`src/rtl/wb_spram_pkg.sv`:
```
// Shared types and bus-width constants for the Wishbone single-port RAM command port.
// Imported by wb_spram_port.
package wb_spram_pkg;

    localparam int WB_AW = 32;
    localparam int WB_DW = 32;
    localparam int WB_SW = 4;

    typedef enum logic {
        ST_CLEAR = 1'b0,
        ST_RUN   = 1'b1
    } state_t;

endpackage

```
`src/rtl/wb_spram_port.sv`:
```
// Wishbone B4 pipelined slave that drives the command side of a single-port byte-write SRAM,
// with an optional zero-fill of the whole array after reset.
module wb_spram_port
    import wb_spram_pkg::*;
#(
    parameter int SIZE           = 'h80,
    parameter int ADDR_WIDTH     = $clog2(SIZE) - 2,
    parameter bit CLEAR_ON_RESET = 1'b1
) (
    input  logic                  clk,
    input  logic                  rst_n,
    input  logic                  wb_cyc,
    input  logic                  wb_stb,
    input  logic                  wb_we,
    input  logic [WB_AW-1:0]      wb_adr,
    input  logic [WB_SW-1:0]      wb_sel,
    input  logic [WB_DW-1:0]      wb_dat_i,
    output logic [WB_DW-1:0]      wb_dat_o,
    output logic                  wb_ack,
    output logic                  wb_err,
    output logic                  wb_stall,
    output logic [ADDR_WIDTH-1:0] ram_addr,
    output logic                  ram_ce,
    output logic [WB_SW-1:0]      ram_we,
    output logic [WB_DW-1:0]      ram_d,
    input  logic [WB_DW-1:0]      ram_q,
    output logic                  init_done
);

    localparam int SIZE_LOG2 = $clog2(SIZE);

    state_t                r_state;
    state_t                w_state_nxt;
    logic [ADDR_WIDTH-1:0] r_clr_cnt;
    logic                  r_ack;
    logic                  r_err;
    logic                  r_is_read;
    logic                  r_init_done;

    logic w_accept;
    logic w_in_range;
    logic w_unused;

    // Byte-offset bits never reach the RAM; word addressing only.
    assign w_unused   = ^wb_adr[1:0];

    assign wb_stall   = !rst_n || !r_init_done;
    assign w_accept   = wb_cyc && wb_stb && !wb_stall;
    assign w_in_range = (wb_adr[WB_AW-1:SIZE_LOG2] == '0);

    assign wb_ack     = r_ack;
    assign wb_err     = r_err;
    assign init_done  = r_init_done;
    // ram_q is the registered result of the access accepted last cycle.
    assign wb_dat_o   = (r_ack && r_is_read) ? ram_q : '0;

    always_ff @(posedge clk) begin
        if (!rst_n) begin
            r_state     <= CLEAR_ON_RESET ? ST_CLEAR : ST_RUN;
            r_clr_cnt   <= '0;
            r_ack       <= 1'b0;
            r_err       <= 1'b0;
            r_is_read   <= 1'b0;
            r_init_done <= 1'b0;
        end else begin
            r_state     <= w_state_nxt;
            r_init_done <= (w_state_nxt == ST_RUN);
            if (r_state == ST_CLEAR) begin
                r_clr_cnt <= r_clr_cnt + ADDR_WIDTH'(1);
            end
            r_ack     <= w_accept && w_in_range;
            r_err     <= w_accept && !w_in_range;
            r_is_read <= !wb_we;
        end
    end

    always_comb begin
        w_state_nxt = r_state;
        ram_ce      = 1'b0;
        ram_we      = '0;
        ram_addr    = wb_adr[ADDR_WIDTH+1:2];
        ram_d       = wb_dat_i;
        case (r_state)
            ST_CLEAR: begin
                if (rst_n) begin
                    ram_ce   = 1'b1;
                    ram_we   = '1;
                    ram_d    = '0;
                    ram_addr = r_clr_cnt;
                    if (r_clr_cnt == '1) begin
                        w_state_nxt = ST_RUN;
                    end
                end
            end
            ST_RUN: begin
                if (w_accept && w_in_range) begin
                    ram_ce = 1'b1;
                    ram_we = wb_we ? wb_sel : '0;
                end
            end
            default: begin
                w_state_nxt = ST_RUN;
            end
        endcase
    end

endmodule
```
`config.mk`:
```
export PLATFORM = sky130hd
export DESIGN_NAME = wb_spram_port
export DESIGN_NICKNAME = d
export VERILOG_FILES = /design/src/rtl/wb_spram_pkg.sv /design/src/rtl/wb_spram_port.sv
export SDC_FILE = /design/constraint.sdc
export NUM_CORES = 1
export LEC_CHECK = 0
export CORE_ASPECT_RATIO = 1.4
export CORE_UTILIZATION = 19
export DETAILED_ROUTE_END_ITERATION = 8
export PLACE_DENSITY = 0.75
export SLEW_MARGIN = 20
export SYNTH_ARGS = -nofsm -noshare
export SYNTH_HDL_FRONTEND = slang
export SYNTH_SLANG_ARGS = --single-unit
```
`constraint.sdc`:
```
create_clock -name clk -period 1.2 [get_ports clk]
set_input_delay 0.12 -clock clk [delete_from_list [all_inputs] [get_ports clk]]
set_output_delay 0.12 -clock clk [all_outputs]
set_load 0.03 [all_outputs]
```
==> qor.csv <==
stage,metric,value,unit
layout,layout cell share with drive strength beyond 1,61.4,%
synth,Post-Synthesis Cells,133,
die,row cnt,31,
timing,Peak Freq,623,MHz
global_route,largest net degree at the start of global routing,18,
global_route,GRT overflow,0,
global_route,gr busiest metal,met2,
die,DIE AREA,5880,um2
worst_setup_path,critical path type,reg -> out,
worst_setup_path,CP required,1.08,ns
placed_design,port bufs,180,
layout,Nets,450,
timing,"Slew Viols, Final",0,
global_route,M2 GR Usage,44.4,%
synth,Avg Inst Size Synth,7.96,um2
worst_setup_path,data arrival time of the worst path,1.49,ns
clock_tree,Worst-Skew Late Latency,0.24,ns
routing,via count,1847,
layout,Fill cells,370,
layout,# diodes,0,
routing,Initial DRC Count,61,
worst_setup_path,"Max FO, Critical Path",4,
power,P_int,1.17,mW
clock_tree,cts hold-fix bufs,0,
placed_design,Routability Congestion,0.766,
power,clock share of power,20.8,%
worst_setup_path,crit path launch type,register,
synth,Yosys top cell area share,20.7,%
routing,antenna-violating nets left,0,
die,Die X-Extent,65.1,um
synth,area of the mapped netlist,1060,um2
power,Reg power frac,18.7,%
worst_hold_path,Min-Delay Path Class,in -> reg,
power,NetSw,0.548,mW
routing,First-pass DRT Iterations,3,
routing,DRC viols,0,
layout,area of the multi-input gates,1210,um2
synth,sequential fraction of the synthesis area,17.0,%
synth,Yosys warning count,0,
power,Pleak,1.74,nW
timing,endpoints failing setup,77,
global_route,first-pass GRT wire length,9720,um
routing,final wirelength,6790,um
synth,Synth area leader,and2_1,
clock_tree,CTS Sinks,9,
timing,Setup Skew,0.00282,ns
global_route,initial antenna violation count,0,
die,Die Span Y,90.3,um
layout,storage element area,196,um2
die,io pins,183,
timing,setup ws final,-0.406,ns
power,switch share,31.8,%
timing,Final period util,134,%
synth,Yosys cell types,28,
timing,unrepaired setup endpoints after global routing,yes,
routing,WL/cell,16.6,um
layout,Final Non-Filler Cells,408,
power,Comb power frac,60.5,%
timing,worst slew pin tran,0.330,ns
placed_design,DP Worst Slack,-0.671,ns
timing,final-report hold violation count,0,
worst_setup_path,CP endpoint kind,primary output,
clock_tree,Root Driver,clkbuf_8,
timing,Slew HR,78.1,%
layout,Layout area overhead,273,%
die,Initial Util,20.1,%
run,max_cap viols,0,
clock_tree,CTS Buf Count,3,
global_route,M3 GR Usage,4.67,%
placed_design,Post-DP HPWL,4390,um
synth,#FFs+latches synth,9,
placed_design,placed cell count,384,
clock_tree,"CTS clk-pin slew, worst paths",0.05,ns
run_status,status,"complete, but fails checks",
power,Pwr Density,436,nW/um2
clock_tree,clk buf depth,2,
power,Peak VDD IR,0.000815,V
clock_tree,CTS tree,yes,
global_route,GRT Overall Usage,21.5,%
global_route,vias in the first global route,1924,
synth,"Net Count, Synth",240,
die,core area,5280,um2
clock_tree,H-tree levels,1,
global_route,M1 GR Usage,19.5,%
run_status,failing checks,negative setup slack,
timing,Final Critical Period,1.61,ns
routing,vias per cell,4.53,
timing,setup TNS,-12.58,ns
synth,largest cells by area after synthesis,"and2_1, and3_1, dfxtp_1",
-- registers in the layout (all words and copies together) (netlist names) --
| signal | flops |
|---|---|
| init_done | 1 |
| r_clr_cnt | 5 |
| r_is_read | 1 |
| wb_ack | 1 |
| wb_err | 1 |
-- final cells by class --
type / count / share of cell area [%]
multi-input combinational: 108 / 30.7
sequential: 9 / 4.98
timing repair buffer: 217 / 60.7
clock buffer: 3 / 1.05
inverter: 4 / 0.380
clock inverter: 1 / 0.127
tap: 66 / 2.09
-- cells in the mapped netlist --
library cell / n
and2_1: 35
and3_1: 33
dfxtp_1: 9
clkbuf_1: 8
o31ai_1: 5
inv_1: 4
buf_2: 3
mux2_1: 3
nor2b_1: 3
nor4_2: 3
xnor2_1: 3
ha_1: 2
mux2_2: 2
mux2i_1: 2
nand4_2: 2
nor3_1: 2
nor4_4: 2
o21a_1: 2
and4_4: 1
buf_6: 1
nand2_1: 1
nand2b_1: 1
nand2b_4: 1
nand3_1: 1
nand4_1: 1
nand4b_1: 1
nor2_1: 1
nor4b_1: 1
-- critical path, stage by stage, from the launching register on --
cell and delay [ns]:
dfxtp_4 0.34, buf_6 0.08, and4_4 0.21, nand4_4 0.16, o31ai_4 0.29, buf_6 0.16
-- stage by stage --
step | hold WS (ns) | area [um2] | total power, mW | utilization (%)
floorplan | 0.192 | 1310 | 0.668 | -
global placement | 0.579 | 3080 | 1.17 | 58.5
detailed placement | 0.591 | 3080 | 1.18 | 58.5
CTS | 0.226 | 3840 | 1.72 | 72.7
global route | 0.237 | 3950 | 1.79 | 74.8
finish | 0.221 | 3950 | 1.72 | 74.8
-- layout by cell type (no fill, tap or decap), types with 3 or more instances in the layout --
master	count
clkdlybuf4s50_1	79
buf_6	79
and2_4	32
and3_4	32
dlygate4sd2_1	22
buf_4	20
mux2_4	5
nor4_4	5
o31ai_4	5
buf_16	5
buf_12	5
inv_1	4
dfxtp_4	4
dfxtp_1	4
nor2b_1	3
xnor2_1	3
and2_1	3
clkbuf_8	3
-- per-layer routing --
layer / wire length (um) / up-vias
met5: 0 / -
met4: 139 / 0
met3: 485 / 10
met2: 3950 / 93
met1: 2220 / 851
li1: - / 893
-- path summary, 6_finish.rpt --
check / start / to / slack [ns] / cells after the start
worst max register to register: init_done / r_clr_cnt[3] / -0.04 / 5
worst min register to register: r_clr_cnt[1] / r_clr_cnt[1] / 0.59 / 2
worst min-delay path: wb_we / r_is_read / 0.22 / 2
worst max-delay path: init_done / ram_we[2] / -0.41 / 5
-- power by group through the flow --
stage | clock, mW | combinational, mW | sequential (mW)
floorplan | 0 | 0.345 | 0.323
global placement | 0 | 0.844 | 0.325
detailed placement | 0 | 0.854 | 0.325
CTS | 0.363 | 1.03 | 0.321
global route | 0.379 | 1.09 | 0.322
finish | 0.358 | 1.04 | 0.322
-- cell families (layout without fill, tap and decap cells) --
kind of cell	count (synthesis)	in the layout	share of synthesized area, %
simple gates	89	89	59.2
buf+inv	16	225	6.74
flops	9	9	17.0
compound gates	7	7	4.96
mux	7	7	7.21
xor+xnor	3	3	2.48
fa+ha+maj	2	2	2.36
-- what timing repair did --
item	4_1_cts	5_1_grt
setup buffers	10	3
cloned	7	2
setup endpoints to repair	79	78
pin swaps	53	5
resized for setup	190	29
No activity file was read; power rests on OpenSTA's default activity.
